`src/rtl/arbitro_pkg.sv`:
```
// Shared constants, FSM encoding and lane helpers for the arbitro_mux_8x32 round-robin byte scheduler.
package arbitro_pkg;

    localparam int NUM_REQ        = 4;
    localparam int BYTES_PER_WORD = 4;
    localparam int LANE_W         = 2;

    localparam logic [LANE_W-1:0] LAST_BYTE = LANE_W'(BYTES_PER_WORD - 1);
    localparam logic [LANE_W-1:0] LAST_LANE = LANE_W'(NUM_REQ - 1);

    typedef enum logic {
        ST_IDLE  = 1'b0,
        ST_BURST = 1'b1
    } state_e;

    function automatic logic [NUM_REQ-1:0] laneOneHot(input logic [LANE_W-1:0] id);
        return NUM_REQ'(1) << id;
    endfunction

endpackage

```
`src/rtl/rr_picker_4.sv`:
```
// Purely combinational 4-way round-robin picker: first set req bit after last_grant, wrapping.
module rr_picker_4
    import arbitro_pkg::*;
(
    input  logic [NUM_REQ-1:0] req,
    input  logic [LANE_W-1:0]  last_grant,
    output logic [LANE_W-1:0]  gnt_id,
    output logic               gnt_any
);

    logic [LANE_W-1:0] cand;

    // Scan farthest offset first so the nearest requester after last_grant overwrites and wins.
    always_comb begin
        gnt_id  = last_grant;
        gnt_any = 1'b0;
        cand    = last_grant;
        for (int k = NUM_REQ; k >= 1; k--) begin
            cand = last_grant + LANE_W'(k);
            if (req[cand]) begin
                gnt_id  = cand;
                gnt_any = 1'b1;
            end
        end
    end

endmodule

```
`src/rtl/arbitro_mux_8x32.sv`:
```
// Word-atomic round-robin scheduler feeding four byte lanes into the 8x32 packer.
// Optional per-lane completed-word counters are enabled with ARBITRO_WORD_STATS_EN.
module arbitro_mux_8x32
    import arbitro_pkg::*;
(
    input  logic                  clk_4f,
    input  logic                  reset,
    input  logic [NUM_REQ-1:0]    req,
    input  logic [8*NUM_REQ-1:0]  data_lanes,
    output logic [NUM_REQ-1:0]    pop,
    output logic [7:0]            data_in_8x32,
    output logic                  valid_in_8x32,
    output logic [LANE_W-1:0]     selector_clk_4f,
    output logic [LANE_W-1:0]     grant_id,
    output logic                  busy
`ifdef ARBITRO_WORD_STATS_EN
    ,
    output logic [8*NUM_REQ-1:0]  word_count
`endif
);

    state_e            state_q, state_d;
    logic [LANE_W-1:0] grant_q, grant_d;
    logic [LANE_W-1:0] byteCnt_q, byteCnt_d;
    logic [LANE_W-1:0] lastGrant_q, lastGrant_d;
    logic [7:0]        data_q, data_d;
    logic              valid_q, valid_d;
    logic [LANE_W-1:0] sel_q, sel_d;

    logic [NUM_REQ-1:0] pickReq;
    logic [LANE_W-1:0]  pickLast;
    logic [LANE_W-1:0]  pickId;
    logic               pickAny;

    always_ff @(posedge clk_4f) begin
        if (reset) begin
            state_q     <= ST_IDLE;
            grant_q     <= '0;
            byteCnt_q   <= '0;
            lastGrant_q <= LAST_LANE;
            data_q      <= '0;
            valid_q     <= 1'b0;
            sel_q       <= '0;
        end else begin
            state_q     <= state_d;
            grant_q     <= grant_d;
            byteCnt_q   <= byteCnt_d;
            lastGrant_q <= lastGrant_d;
            data_q      <= data_d;
            valid_q     <= valid_d;
            sel_q       <= sel_d;
        end
    end

    // At burst end the granted lane's req still counts bytes being popped, so it is masked out
    // and the just-finished lane becomes the pointer for the back-to-back pick.
    always_comb begin
        if (state_q == ST_BURST) begin
            pickReq  = req & ~laneOneHot(grant_q);
            pickLast = grant_q;
        end else begin
            pickReq  = req;
            pickLast = lastGrant_q;
        end
    end

    rr_picker_4 u_picker (
        .req        (pickReq),
        .last_grant (pickLast),
        .gnt_id     (pickId),
        .gnt_any    (pickAny)
    );

    always_comb begin
        state_d     = state_q;
        grant_d     = grant_q;
        byteCnt_d   = byteCnt_q;
        lastGrant_d = lastGrant_q;
        data_d      = data_q;
        valid_d     = 1'b0;
        sel_d       = sel_q;
        case (state_q)
            ST_IDLE: begin
                if (pickAny) begin
                    grant_d   = pickId;
                    byteCnt_d = '0;
                    state_d   = ST_BURST;
                end
            end
            ST_BURST: begin
                data_d    = data_lanes[{grant_q, 3'b000} +: 8];
                valid_d   = 1'b1;
                sel_d     = byteCnt_q;
                byteCnt_d = byteCnt_q + 1'b1;
                if (byteCnt_q == LAST_BYTE) begin
                    lastGrant_d = grant_q;
                    byteCnt_d   = '0;
                    if (pickAny) begin
                        grant_d = pickId;
                    end else begin
                        state_d = ST_IDLE;
                    end
                end
            end
            default: state_d = ST_IDLE;
        endcase
    end

    // Pop is gated by reset so an aborted burst consumes nothing in the reset cycle.
    always_comb begin
        pop             = '0;
        if (!reset && state_q == ST_BURST) begin
            pop = laneOneHot(grant_q);
        end
        busy            = (state_q == ST_BURST);
        data_in_8x32    = data_q;
        valid_in_8x32   = valid_q;
        selector_clk_4f = sel_q;
        grant_id        = grant_q;
    end

`ifdef ARBITRO_WORD_STATS_EN
    logic [7:0] wordCnt_q [NUM_REQ];
    logic       wordDone;

    assign wordDone = (state_q == ST_BURST) && (byteCnt_q == LAST_BYTE);

    always_ff @(posedge clk_4f) begin
        if (reset) begin
            for (int i = 0; i < NUM_REQ; i++) begin
                wordCnt_q[i] <= '0;
            end
        end else if (wordDone && wordCnt_q[grant_q] != 8'hFF) begin
            wordCnt_q[grant_q] <= wordCnt_q[grant_q] + 8'd1;
        end
    end

    always_comb begin
        word_count = '0;
        for (int i = 0; i < NUM_REQ; i++) begin
            word_count[8*i +: 8] = wordCnt_q[i];
        end
    end
`endif

endmodule

```
`config.mk`:
```
export PLATFORM = sky130hd
export DESIGN_NAME = arbitro_mux_8x32
export DESIGN_NICKNAME = d
export VERILOG_FILES = /design/src/rtl/arbitro_pkg.sv /design/src/rtl/rr_picker_4.sv /design/src/rtl/arbitro_mux_8x32.sv
export SDC_FILE = /design/constraint.sdc
export NUM_CORES = 1
export LEC_CHECK = 0
export ABC_AREA = 1
export BUFFER_PORTS_ARGS = -buffer_cell sky130_fd_sc_hd__buf_2
export CORE_ASPECT_RATIO = 0.6
export CORE_UTILIZATION = 40
export DETAILED_ROUTE_END_ITERATION = 10
export PLACE_DENSITY = 0.76
export SLEW_MARGIN = 40
export SYNTH_ARGS = -nofsm -noshare
export SYNTH_HDL_FRONTEND = slang
export SYNTH_SLANG_ARGS = --single-unit
```
`constraint.sdc`:
```
create_clock -name clk_4f -period 1.36 [get_ports clk_4f]
set_clock_uncertainty 0.05 [all_clocks]
set_input_delay 0.272 -clock clk_4f [delete_from_list [all_inputs] [get_ports clk_4f]]
set_output_delay 0.272 -clock clk_4f [all_outputs]
set_load 0.02 [all_outputs]
```
Word-level counts from Yosys, hierarchy flattened
Cells that the tools add are included.
{ "totals": {"regBits": 18, "out_inout_bits": 18} }
{ "op_classes": {"n_addsub": 4, "magnitude_cmp": 4, "n_eq_ne": 3, "shift": 2, "n_mux": 28, "n_bitwise": 3, "n_reduce_logical": 3} }
{ "ops": {"columns": ["operator", "count"], "rows": [
  ["$shiftx A32 B6 Y8", 1],
  ["$mux W2", 8],
  ["$lt A2 B3 Y1 const B", 4],
  ["$mux W1", 11],
  ["$bmux W1 S2", 4],
  ["$mux W4", 2],
  ["$pmux W2 S2", 2],
  ["$add A2 B1 Y2 const B", 2],
  ["$add A2 B2 Y2 const B", 2],
  ["$and A4 B4 Y4", 1],
  ["$not A4 Y4", 1],
  ["$shl A1 B2 Y4 const A", 1],
  ["$eq A2 B2 Y1 const B", 1],
  ["$ne A2 B1 Y1 const B", 1],
  ["$ne A2 B2 Y1 const B", 1],
  ["$pmux W1 S2", 1],
  ["$reduce_and A2 Y1", 1],
  ["$logic_and A1 B1 Y1", 1],
  ["$logic_not A1 Y1", 1],
  ["$not A1 Y1", 1]
]} }

Logic depth before layout (Yosys ltp)
Gate-level depths: netlist of run 1.
{ "depth": {"ltp_word": 13, "ltp_mapped": 15, "ltp_nobuf": 14} }

Modules after synthesis
Synthesis of run 1 repeated with hierarchy kept, for this count alone.
{ "unflattened": {"cells_unflattened": 204, "hier_area_um2": 1283.7} }
{ "modules_own_cells": {"columns": ["mod", "instances", "cells_each", "area_each_um2", "seq_area_each_um2"], "rows": [
  ["arbitro_mux_8x32", 1, 157, 1042.2, 360.3],
  ["rr_picker_4", 1, 47, 241.5, 0.0]
]} }

Least setup slack after synthesis of run 1
OpenSTA, ideal clock, no wires.
{ "synth_path": {"kind": "reg-to-reg", "startpoint": "reg grant_q[0], in the netlist grant_id[0]", "endpoint": "reg grant_q[1], in the netlist grant_id[1]", "t_arrival_ns": 1.476, "path_slack_ns": -0.279, "stages_incl_launch_ff": 13, "path_cell_list": "dfxtp_1 > buf_4 > nand3_1 > nand4_1 > nand2_1 > nand2_1 > nand2_2 > nor2_2 > nand2_2 > nand2_2 > nand2_1 > nand2_1 > nor2_1"} }
{ "synth_via": {"elab_chain_cells": 13, "word_cells_on_any_way": 26, "classes_between": "3 x add/sub; 1 x shift; 20 x mux; 2 x bitwise"} }
{ "synth_rtl": {"columns": ["item", "line_no", "rtl"], "rows": [
  ["from (decl)", "arbitro_mux_8x32.sv:23", "logic [LANE_W-1:0] grant_q, grant_d;"],
  ["from (signal assigned)", "arbitro_mux_8x32.sv:46", "grant_q <= grant_d;"],
  ["$shl A1 B2 Y4", "arbitro_pkg.sv:17", "return NUM_REQ'(1) << id;"],
  ["$not A4 Y4", "arbitro_mux_8x32.sv:59", "pickReq = req & ~laneOneHot(grant_q);"],
  ["$and A4 B4 Y4", "arbitro_mux_8x32.sv:59", null],
  ["$mux W4", "arbitro_mux_8x32.sv:58", "if (state_q == ST_BURST) begin"],
  ["$bmux W1 S2", "rr_picker_4.sv:20", "if (req[cand]) begin"],
  ["$mux W1 (not written as such)", "rr_picker_4.sv:20", null],
  ["$mux W1 (4 in a row)", "rr_picker_4.sv:20", null],
  ["$mux W2 *", "arbitro_mux_8x32.sv:84, arbitro_mux_8x32.sv:98", null],
  ["$mux W2", "arbitro_mux_8x32.sv:95", "if (byteCnt_q == LAST_BYTE) begin"],
  ["$pmux W2 S2 *", "arbitro_mux_8x32.sv:82", "case (state_q)"]
]} }
Every way passes the cells marked *; elsewhere a longest branch is shown, timed or not. The select of a mux whose other input is x is not followed.
A chain may end at the register's enable or synchronous reset.

Worst setup path after layout of run 1
{ "layout_path": {"startpoint": "reg state_q, in the netlist busy", "endpoint": "reg grant_q[1], in the netlist grant_id[1]"} }
{ "layout_via": {"elab_chain_cells": 10, "word_cells_on_any_way": 25, "classes_between": "3 x add/sub; 1 x eq/ne; 20 x mux; 1 x bitwise"} }
{ "layout_rtl": {"columns": ["item", "line_no", "rtl"], "rows": [
  ["from (decl)", "arbitro_mux_8x32.sv:22", "state_e state_q, state_d;"],
  ["from (signal assigned)", "arbitro_mux_8x32.sv:45", "state_q <= state_d;"],
  ["$mux W2 / $mux W4 (equally long branches)", "arbitro_mux_8x32.sv:58", null],
  ["$add A2 B2 Y2 / $bmux W1 S2 (equally long branches)", "rr_picker_4.sv:19, rr_picker_4.sv:20", null],
  ["$bmux W1 S2 / $mux W1 (equally long branches)", "rr_picker_4.sv:20", null],
  ["$mux W1 (not written as such)", "rr_picker_4.sv:20", null],
  ["$mux W2 / $mux W1 (equally long branches) (3 in a row)", "rr_picker_4.sv:20", null],
  ["$mux W2", "arbitro_mux_8x32.sv:84, arbitro_mux_8x32.sv:98", null],
  ["$mux W2", "arbitro_mux_8x32.sv:95", null],
  ["$pmux W2 S2", "arbitro_mux_8x32.sv:82", null]
]} }
Parallel ways exist; a longest one is shown, timed or not. The select of a mux whose other input is x is not followed.

==> results.rst, run 1 <==
.. list-table::
   :header-rows: 1

   * - Metric
     - Value
   * - Final standard cell utilization of the core
     - 70.5%
   * - Post-synth net total
     - 209
   * - Cell at the root of the clock tree
     - sky130_fd_sc_hd__clkbuf_8
   * - Post-route insts no fill
     - 278
   * - Total stage count of the critical path
     - 13
   * - Number of synthesis warnings
     - 0
   * - Critical path fanouts, max
     - 4
   * - Area share of the largest cell type after synthesis
     - 32.3%
   * - Fraction of final layout cells sized beyond drive strength 1
     - 49.6%
   * - Antenna Nets Post-Route
     - 0
   * - Horizontal die dimension
     - 70.2 um
   * - Final critical delay including setup and external delays
     - 1.70 ns
   * - Vias
     - 1,458
   * - Number of synthesized flops with an enable pin
     - 0
   * - Final count of negative-setup-slack endpoints
     - 10
   * - IO Count
     - 56
   * - Violated checks
     - negative setup slack
   * - TritonCTS clock tree
     - built
   * - Netlist area before placement
     - 0.00112 mm^2
   * - Fraction of registers with async set/reset
     - 0%
   * - Final Wtd Congestion
     - 0.885
   * - Leakage power summed over all cells
     - 0.918 nW
   * - Avg WL per Cell
     - 12.8 um
   * - Number of max-cap violations
     - 0
   * - Half-perimeter wire length after placement
     - 2410 um
   * - Clk slew on worst S/H paths
     - 0.07 ns
   * - Relative contribution of the clock network to total power
     - 17.0%
   * - DIE AREA
     - 0.00302 mm^2
   * - Count of nets after finishing
     - 286
   * - Worst setup EP type
     - flip-flop
   * - Initial core utilization
     - 43.4%
   * - DP Cell Count
     - 266
   * - Standard cell core area
     - 0.00257 mm^2
   * - Synthesized instance count
     - 170
   * - Register bit count reported by yosys
     - 18
   * - Outcome
     - finished with violations
   * - Area leader, netlist
     - sky130_fd_sc_hd__dfxtp_1
   * - Upper clock frequency limit
     - 588 MHz
   * - Via count of the first global-routing pass
     - 1,189
   * - RSZ-0062 raised after global routing
     - true
   * - Max-slew violation total from the final report
     - 0
   * - Primary FF master, synth
     - sky130_fd_sc_hd__dfxtp_1
   * - Slew of the pin with the lowest slew margin
     - 0.265 ns
   * - Fraction of power consumed by sequential logic
     - 29.8%
   * - Area growth from synthesis to layout
     - 62.4%
   * - Worst stage delay on the critical path
     - 0.38 ns
   * - Startpoint type of the worst setup path
     - flip-flop
   * - R2r startpoint
     - busy
   * - Type of the tightest min-delay check
     - input port to flip-flop
   * - Synth top area cells
     - sky130_fd_sc_hd__dfxtp_1 (32%), sky130_fd_sc_hd__nand2_1 (19%), sky130_fd_sc_hd__a21oi_1 (8.1%), sky130_fd_sc_hd__a221oi_1 (6.3%), sky130_fd_sc_hd__o21ai_0 (5.4%)
   * - Post-detailed-route DRC marker count
     - 0
   * - Combinational power share
     - 53.2%
   * - H-tree lvl count
     - 1
   * - Wire length of the first global-routing pass
     - 5390 um
   * - Final period util
     - 125%
   * - Design internal power
     - 1.32 mW
   * - Number of detailed-routing iterations run before antenna repair
     - 4
   * - Synth cell types
     - 25
   * - Critical setup path kind
     - flip-flop to flip-flop
   * - Clock latency of the later-clocked register in the worst-skew pair
     - 0.26 ns
   * - Global route overflow
     - 0
   * - # diodes
     - 0
   * - Number of cells on the worst reg-to-reg path
     - 13
   * - Total number of clock tree sinks
     - 18
   * - Port bufs
     - 55
   * - Library cell contributing the largest single delay on the critical path
     - sky130_fd_sc_hd__dfxtp_4
   * - Total wire length
     - 3560 um
   * - Initial drt markers
     - 71
   * - Hold path start
     - data_lanes[14]
   * - Number of buffers and inverters on the critical path
     - 2
   * - Number of buffers inserted by hold repair at cts
     - 0
   * - Critical Path AT
     - 1.83 ns
   * - Final-layout worst hold slack
     - 0.237 ns
   * - Switching pwr
     - 0.935 mW
   * - Number of buffers created by CTS
     - 3
   * - Data required time at the worst endpoint
     - 1.49 ns
   * - Number of placement rows
     - 14
   * - Maximum buffer depth of the clock tree
     - 2
   * - Worst-case vdd ir drop
     - 0.000938 V
   * - Total count of hold-check failures in the final report
     - 0
   * - Proportion of total power due to net switching
     - 41.5%
   * - Post-detailed-route via-to-cell ratio
     - 5.24
   * - Cell family with most CP delay
     - simple AND/OR/NAND/NOR gates
   * - Sequential element share of the synthesized area
     - 32.3%
   * - Cell-by-cell trace of the critical path
     - buf_12 > clkinv_8 > o21ai_2 > nand2_1 > nand2_2 > nand2_2 > nand2_2 > nor2_4 > nand2_4 > nand2_4 > nand2_2 > nand2_2 > nor2_2
   * - Setup TNS
     - -2.38 ns
   * - Pwr Density
     - 1240 mW/mm^2
   * - Headroom to the max-slew limit
     - 82.3%
   * - Launching instance or port of the critical path
     - busy
   * - Mean post-synth cell area
     - 6.57 um^2
   * - Maximum number of pins on one net before global-route repair
     - 19
   * - Hold Crit Depth
     - 3
   * - DIE HEIGHT
     - 42.9 um
   * - Most repeated library cell on the critical path
     - sky130_fd_sc_hd__nand2_2
   * - Total routing resource utilization after global routing
     - 23.1%
   * - Antenna violations before repair
     - 0
   * - Final worst setup slack
     - -0.340 ns
[per-layer routing]
metal	global-route usage, %	up-vias	wire length [um]
met5	0	-	0
met4	8.00	0	91
met3	6.89	13	263
met2	29.5	64	1450
met1	35.4	649	1760
li1	-	732	-
[cell usage in the layout (no fill, tap or decap), types with 2 or more instances in the layout]
| cell type | n |
|---|---|
| sky130_fd_sc_hd__buf_2 | 50 |
| sky130_fd_sc_hd__nor2_2 | 2 |
| sky130_fd_sc_hd__buf_4 | 25 |
| sky130_fd_sc_hd__inv_1 | 5 |
| sky130_fd_sc_hd__buf_6 | 2 |
| sky130_fd_sc_hd__dfxtp_1 | 15 |
| sky130_fd_sc_hd__nor2_4 | 3 |
| sky130_fd_sc_hd__nor2_1 | 12 |
| sky130_fd_sc_hd__nand2_2 | 13 |
| sky130_fd_sc_hd__o21ai_2 | 2 |
| sky130_fd_sc_hd__nand3_2 | 3 |
| sky130_fd_sc_hd__o21ai_0 | 12 |
| sky130_fd_sc_hd__nand2_1 | 45 |
| sky130_fd_sc_hd__nand2_4 | 3 |
| sky130_fd_sc_hd__o211ai_1 | 2 |
| sky130_fd_sc_hd__a221oi_2 | 2 |
| sky130_fd_sc_hd__nand2_8 | 2 |
| sky130_fd_sc_hd__dfxtp_4 | 3 |
| sky130_fd_sc_hd__nand3_1 | 5 |
| sky130_fd_sc_hd__a21oi_1 | 17 |
| sky130_fd_sc_hd__clkbuf_8 | 3 |
| sky130_fd_sc_hd__a221oi_1 | 6 |
| sky130_fd_sc_hd__nand4_1 | 2 |
[cells in the mapped netlist, types with 2 or more instances]
cell type and instances:
sky130_fd_sc_hd__a21oi_1 18, sky130_fd_sc_hd__a221oi_1 8, sky130_fd_sc_hd__buf_2 2, sky130_fd_sc_hd__clkbuf_1 3, sky130_fd_sc_hd__dfxtp_1 18, sky130_fd_sc_hd__inv_1 5, sky130_fd_sc_hd__inv_2 2, sky130_fd_sc_hd__nand2_1 56
sky130_fd_sc_hd__nand2_2 5, sky130_fd_sc_hd__nand3_1 9, sky130_fd_sc_hd__nand4_1 2, sky130_fd_sc_hd__nor2_1 15, sky130_fd_sc_hd__nor2_2 2, sky130_fd_sc_hd__o211ai_1 2, sky130_fd_sc_hd__o21ai_0 12, sky130_fd_sc_hd__o21ai_1 2
[state kept, by name, indices dropped and copies added (netlist names)]
signal,flops
lastGrant_q,2
byteCnt_q,2
valid_in_8x32,1
data_in_8x32,8
busy,1
selector_clk_4f,2
grant_id,2
[kinds of logic after synthesis]
logic type,Yosys count,share of synthesized area (%)
simple gates,92,36.5
flops,18,32.3
fa+ha+maj,1,1.12
buf+inv,15,6.72
compound gates,44,23.4
[worst min-delay path, delay by kind of cell]
kind,cells,cell delay (ns)
AO/OA/AOI/OAI,2,0.16
buffers and inverters,1,0.08
[layout make-up]
cell class,count,area [um^2]
clock buffers,3,41.3
clock inverters,1,3.75
fillers,186,761
inverters,8,47.5
multi-input cells,137,815
flip-flops and latches,18,372
well taps,32,40.0
repair buffers,79,495
[final timing paths]
kind / end / slack, ns
max: grant_id[1] / -0.34
min: data_in_8x32[6] / 0.24
min reg2reg: byteCnt_q[0] / 0.44
max reg2reg: grant_id[1] / -0.34
[stage by stage]
step,power (mW),area (um^2),worst slack (ns)
final,2.26,1810,-0.340
after detailed placement,1.62,1550,-0.190
after floorplan,1.30,1150,-0.144
after global routing,2.40,1810,-0.460
after global placement,1.62,1550,-0.199
after CTS,2.09,1690,-0.228
[power by group through the flow]
stage          registers, mW  clock network, mW  logic [mW]
2_1_floorplan          0.737                  0       0.565
3_3_place_gp           0.682                  0       0.939
3_5_place_dp           0.682                  0       0.939
4_1_cts                0.668              0.389        1.03
5_1_grt                0.682              0.409        1.31
6_report               0.672              0.383        1.20
[timing repair]
item,CTS,global route
resized for setup,17,26
buffers inserted,5,3
pin swaps,1,14
setup endpoints to repair,18,18
Power figures use the tool's default switching activity.
==> run 2: changes to the inputs <==
SLEW_MARGIN = 5   (was 40)
clock period = 1.5 ns   (was 1.36 ns; I/O delays follow)
==> run 2 against run 1 <==
The run still ends with negative setup slack left. Highest routed layer unchanged. Combinational power down 15%. Final cell count unchanged. Sequential cell count unchanged. Critical path type is now flip-flop to primary output. Final area down 3.5%. Die area unchanged. Critical path depth down 8. Sequential share of layout area up 0.75 points. Clock power down 9.9%. Total power down 12%. Sequential power down 8.2%.
==> results.rst, run 2 (synthesis gave the netlist of run 1 again) <==
.. list-table::
   :header-rows: 1

   * - Metric
     - Value
   * - Commonest non-fill, non-tap cell in the layout
     - sky130_fd_sc_hd__buf_2
   * - Final Wtd Congestion
     - 0.869
   * - Number of detailed-routing iterations run before antenna repair
     - 4
   * - Final period util
     - 107%
   * - Combinational power share
     - 51.5%
   * - Port bufs
     - 55
   * - Final-layout worst hold slack
     - 0.268 ns
   * - H-tree lvl count
     - 1
   * - Vias
     - 1,436
   * - Number of placement rows
     - 14
   * - Global Route met3 Usage
     - 4.99%
   * - Relative contribution of the clock network to total power
     - 17.4%
   * - Area of combinational cells with multiple inputs
     - 772 um^2
   * - Fraction of final layout cells sized beyond drive strength 1
     - 47.2%
   * - Routing usage on met2
     - 33.0%
   * - Grt met1 use
     - 34.0%
   * - Critical path fanouts, max
     - 6
   * - Max-slew violation total from the final report
     - 0
   * - Number of max-cap violations
     - 0
   * - Grt peak-use layer
     - met1
   * - Data required time at the worst endpoint
     - 1.15 ns
   * - Total wire length
     - 3350 um
   * - Outcome
     - finished with violations
   * - Hold Crit Depth
     - 3
   * - Critical setup path kind
     - flip-flop to primary output
   * - Proportion of total power due to net switching
     - 40.8%
   * - Startpoint type of the worst setup path
     - flip-flop
   * - Cell at the root of the clock tree
     - sky130_fd_sc_hd__clkbuf_8
   * - Fraction of power consumed by sequential logic
     - 31.1%
   * - Type of the tightest min-delay check
     - input port to flip-flop
   * - Initial drt markers
     - 76
   * - Worst slack after detailed placement
     - -0.0803 ns
   * - Critical Path AT
     - 1.26 ns
   * - Number of buffers inserted by hold repair at cts
     - 0
   * - Avg WL per Cell
     - 12.0 um
   * - Worst-case vdd ir drop
     - 0.000648 V
   * - Initial core utilization
     - 43.4%
   * - Final critical delay including setup and external delays
     - 1.61 ns
   * - Horizontal die dimension
     - 70.2 um
   * - Count of nets after finishing
     - 286
   * - Via count of the first global-routing pass
     - 1,205
   * - Clk slew on worst S/H paths
     - 0.07 ns
   * - Filler cells
     - 205
   * - Antenna violations before repair
     - 0
   * - Half-perimeter wire length after placement
     - 2470 um
   * - Worst setup EP type
     - primary output
   * - Final count of negative-setup-slack endpoints
     - 9
   * - Number of cells on the worst reg-to-reg path
     - 13
   * - Standard cell core area
     - 0.00257 mm^2
   * - Clock latency of the later-clocked register in the worst-skew pair
     - 0.26 ns
   * - # diodes
     - 0
   * - Maximum buffer depth of the clock tree
     - 2
   * - Upper clock frequency limit
     - 621 MHz
   * - Design internal power
     - 1.17 mW
   * - Final worst setup slack
     - -0.110 ns
   * - Flip-flop count of the largest register after layout
     - 8
   * - Violated checks
     - negative setup slack
   * - Total number of clock tree sinks
     - 18
   * - RSZ-0062 raised after global routing
     - true
   * - Setup TNS
     - -0.543 ns
   * - DIE HEIGHT
     - 42.9 um
   * - Number of buffers created by CTS
     - 3
   * - Antenna Nets Post-Route
     - 0
   * - Post-detailed-route via-to-cell ratio
     - 5.17
   * - Total routing resource utilization after global routing
     - 22.9%
   * - Wire length of the first global-routing pass
     - 5420 um
   * - TritonCTS clock tree
     - built
   * - IO Count
     - 56
   * - Sequential cell area
     - 372 um^2
   * - Slew of the pin with the lowest slew margin
     - 0.362 ns
   * - Pwr Density
     - 1130 mW/mm^2
   * - Global route overflow
     - 0
   * - Leakage power summed over all cells
     - 0.904 nW
   * - Headroom to the max-slew limit
     - 75.8%
   * - Switching pwr
     - 0.808 mW
   * - Area growth from synthesis to layout
     - 56.7%
   * - Maximum number of pins on one net before global-route repair
     - 20
   * - Total count of hold-check failures in the final report
     - 0
   * - Most frequent cells in the layout
     - sky130_fd_sc_hd__buf_2 (51), sky130_fd_sc_hd__nand2_1 (45), sky130_fd_sc_hd__buf_4 (25), sky130_fd_sc_hd__a21oi_1 (18), sky130_fd_sc_hd__dfxtp_1 (15)
   * - Post-detailed-route DRC marker count
     - 0
   * - DIE AREA
     - 0.00302 mm^2
run 2: path summary, 6_finish.rpt:
kind         slack [ns]               start                 end
max               -0.11                busy              pop[2]
min                0.27      data_lanes[15]     data_in_8x32[7]
max reg2reg       -0.10                busy         grant_id[1]
min reg2reg        0.44  selector_clk_4f[1]  selector_clk_4f[1]
run 2: what timing repair did:
action                                  4_1_cts  5_1_grt
endpoints found under the setup margin       12       18
gates resized for setup                      11       23
pin swaps                                     3       17
buffers inserted                              2        2
gates cloned                                  0        0
run 2: layer usage:
metal / up-vias / part of all wire (%) / wire length, um
met1: 656 / 51 / 1710
met2: 45 / 43 / 1440
li1: 730 / - / -
met4: 0 / 0.87 / 29
met3: 5 / 5.1 / 171
met5: - / 0 / 0
run 2: metrics by stage:
stage	power [mW]	cell area, um^2	cells	util, %
CTS	1.88	1660	276	64.5
floorplan	1.18	1150	170	-
global route	2.12	1750	278	68.0
finish	1.98	1750	278	68.0
global placement	1.50	1580	270	61.2
detailed placement	1.50	1580	270	61.2
run 2: final cells by class:
| class | instances | area share, % |
|---|---|---|
| clock inverters | 1 | 0.214 |
| repair buffers | 79 | 27.2 |
| multi-input cells | 137 | 44.1 |
| clock buffers | 3 | 2.36 |
| well taps | 32 | 2.29 |
| flip-flops and latches | 18 | 21.2 |
| inverters | 8 | 2.57 |
run 2: power by group through the flow:
stage                     combinational, mW  sequential [mW]  clock (mW)
final                                  1.02            0.617       0.345
after global routing                   1.12            0.624       0.379
after CTS                             0.916            0.609       0.351
after detailed placement              0.879            0.621           0
after global placement                0.879            0.618           0
after floorplan                       0.512            0.668           0
run 2: worst max-delay path, stage by stage (launching register included):
cell                      delay (ns)
sky130_fd_sc_hd__dfxtp_4        0.43
sky130_fd_sc_hd__buf_4          0.13
sky130_fd_sc_hd__nand3_2        0.09
sky130_fd_sc_hd__buf_4          0.14
sky130_fd_sc_hd__nor2_1         0.07
sky130_fd_sc_hd__buf_4          0.14
==> run 3: changes to the inputs <==
CELL_PAD_IN_SITES_DETAIL_PLACEMENT = 1   (was unset)
CELL_PAD_IN_SITES_GLOBAL_PLACEMENT = 1   (was unset)
CORE_UTILIZATION = 27   (was 40)
PLACE_DENSITY = 0.77   (was 0.76)
==> run 3 against run 2 <==
The flow still finishes with violations (negative setup slack). Total power increased by 13%. Hold slack gained 0.0040 ns. Register-to-register slack got worse by 0.08 ns. Largest cell class unchanged.
==> results.rst, run 3 (synthesis gave the netlist of run 1 again) <==
.. list-table::
   :header-rows: 1

   * - Metric
     - Value
   * - Vias
     - 1,495
   * - Total wire length
     - 5020 um
   * - Setup TNS
     - -0.816 ns
   * - Clk slew on worst S/H paths
     - 0.07 ns
   * - DIE AREA
     - 0.00441 mm^2
   * - Number of buffers inserted by hold repair at cts
     - 0
   * - Leakage power summed over all cells
     - 0.941 nW
   * - Half-perimeter wire length after placement
     - 3340 um
   * - Number of buffers created by CTS
     - 3
   * - Violated checks
     - negative setup slack
   * - Total routing resource utilization after global routing
     - 22.4%
   * - TritonCTS clock tree
     - built
   * - Standard cell core area
     - 0.00381 mm^2
   * - Sequential cell area
     - 372 um^2
   * - Antenna Nets Post-Route
     - 0
   * - Maximum number of pins on one net before global-route repair
     - 21
   * - Total number of clock tree sinks
     - 18
   * - DIE HEIGHT
     - 51.8 um
   * - Cell at the root of the clock tree
     - sky130_fd_sc_hd__clkbuf_8
   * - Worst slack after detailed placement
     - -0.215 ns
   * - Final count of negative-setup-slack endpoints
     - 9
   * - Outcome
     - finished with violations
   * - Worst setup EP type
     - flip-flop
   * - Capture instance of the worst register-to-register path
     - grant_id[0]
   * - Initial drt markers
     - 56
   * - Final period util
     - 112%
   * - Startpoint type of the worst setup path
     - flip-flop
   * - Wire length of the first global-routing pass
     - 7440 um
   * - Number of placement rows
     - 17
   * - Slew of the pin with the lowest slew margin
     - 0.376 ns
   * - Final worst setup slack
     - -0.184 ns
   * - Most frequent cells in the layout
     - sky130_fd_sc_hd__buf_2 (50), sky130_fd_sc_hd__nand2_1 (42), sky130_fd_sc_hd__buf_4 (28), sky130_fd_sc_hd__a21oi_1 (18)
   * - Area of combinational cells with multiple inputs
     - 875 um^2
   * - Final Wtd Congestion
     - 0.806
   * - Number of max-cap violations
     - 0
   * - Upper clock frequency limit
     - 594 MHz
   * - H-tree lvl count
     - 1
   * - Critical setup path kind
     - flip-flop to flip-flop
   * - Worst-case vdd ir drop
     - 0.000517 V
   * - Total count of hold-check failures in the final report
     - 0
   * - Pwr Density
     - 1170 mW/mm^2
   * - Number of cells on the worst reg-to-reg path
     - 11
   * - R2r startpoint
     - busy
   * - RSZ-0062 raised after global routing
     - true
   * - Clock latency of the later-clocked register in the worst-skew pair
     - 0.26 ns
   * - Horizontal die dimension
     - 85.1 um
   * - Antenna violations before repair
     - 0
   * - Filler cells
     - 485
   * - Commonest non-fill, non-tap cell in the layout
     - sky130_fd_sc_hd__buf_2
   * - Cell-by-cell trace of the critical path
     - buf_4 > o21ai_4 > nand2_1 > nand2_2 > nand2_2 > and2_4 > nand2_4 > nand2_4 > nand2_1 > nand2_1 > nor2_2
   * - Data required time at the worst endpoint
     - 1.64 ns
   * - # diodes
     - 0
   * - Area growth from synthesis to layout
     - 71.3%
   * - Library cell contributing the largest single delay on the critical path
     - sky130_fd_sc_hd__dfxtp_4
   * - Number of detailed-routing iterations run before antenna repair
     - 4
   * - Max-slew violation total from the final report
     - 0
   * - Critical Path AT
     - 1.82 ns
   * - Final critical delay including setup and external delays
     - 1.68 ns
   * - Maximum buffer depth of the clock tree
     - 2
   * - Count of nets after finishing
     - 288
   * - Reg-to-reg setup timing slack
     - -0.18 ns
   * - Avg WL per Cell
     - 17.0 um
   * - Flip-flop count of the largest register after layout
     - 8
   * - Hold Crit Depth
     - 3
   * - Initial core utilization
     - 29.3%
   * - Post-detailed-route via-to-cell ratio
     - 5.07
   * - Final standard cell utilization of the core
     - 50.3%
   * - Hold Crit Endpoint
     - data_in_8x32[4]
   * - Headroom to the max-slew limit
     - 74.9%
   * - Global route overflow
     - 0
   * - Via count of the first global-routing pass
     - 1,489
   * - Worst stage delay on the critical path
     - 0.36 ns
   * - IO Count
     - 56
   * - Fraction of final layout cells sized beyond drive strength 1
     - 54.0%
   * - Power consumption
     - 2.24 mW
   * - Port bufs
     - 55
   * - Most repeated library cell on the critical path
     - sky130_fd_sc_hd__nand2_1
   * - Hold path start
     - data_lanes[4]
   * - Post-detailed-route DRC marker count
     - 0
   * - Type of the tightest min-delay check
     - input port to flip-flop
   * - Critical path fanouts, max
     - 4
## run 3: cell types whose count changed in the layout (fill, tap and decap cells not counted), sizes merged
cell	change
clkbuf	+1
buf	+2
clkinv	-1
## run 3: stage by stage
stage                     std cells  hold WS (ns)  cell area [um^2]
after global placement          286         0.432              1600
after detailed placement        286         0.436              1600
after floorplan                 170         0.334              1150
after global routing            295         0.274              1910
final                           295         0.272              1910
after CTS                       293         0.277              1780
## run 3: metal layers
| layer | part of all wire (%) | vias to the layer above | GRT usage [%] | wire (um) |
|---|---|---|---|---|
| met4 | 0 | 0 | 2.54 | 0 |
| met5 | 0 | - | 0 | 0 |
| met3 | 6.6 | 0 | 4.44 | 329 |
| met2 | 44 | 63 | 34.1 | 2230 |
| met1 | 49 | 699 | 33.5 | 2460 |
| li1 | - | 733 | - | - |
## run 3: timing repair
action,4_1_cts,5_1_grt
setup buffers,3,2
endpoints found under the setup margin,10,18
resized for setup,27,28
pin swaps,7,5
## run 3: area by class of cell
class                           instances  area share, %
Sequential cell                        18           19.4
Multi-Input combinational cell        137           45.7
Timing Repair Buffer                   81           26.5
Clock buffer                            4           2.88
Inverter                                8           2.48
Tap cell                               47           3.07
## run 3: worst max-delay path, delay by kind of cell, from the launching register on
kind                   cells  cell delay (ns)
DFF                        1             0.36
buffers and inverters      1             0.17
AOI/OAI and AO/OA          1             0.21
and+or+nand+nor            9             0.82
## run 3: where the power goes
group / internal (mW) / leakage (nW) / switching (mW)
Combinational: 0.507 / 0.761 / 0.703
Sequential: 0.545 / 0.151 / 0.0750
Clock: 0.234 / 0.0288 / 0.173
Total: 1.29 / 0.941 / 0.951
## run 3: worst max-delay path by stage
stage                            from     endpoint  slack (ns)
after floorplan                  busy  grant_id[1]      -0.007
after global placement    grant_id[1]  grant_id[0]       -0.16
after detailed placement  grant_id[1]  grant_id[0]       -0.22
after CTS                        busy  grant_id[0]       -0.13
after global routing      grant_id[1]  grant_id[0]       -0.28
final                            busy  grant_id[0]       -0.18
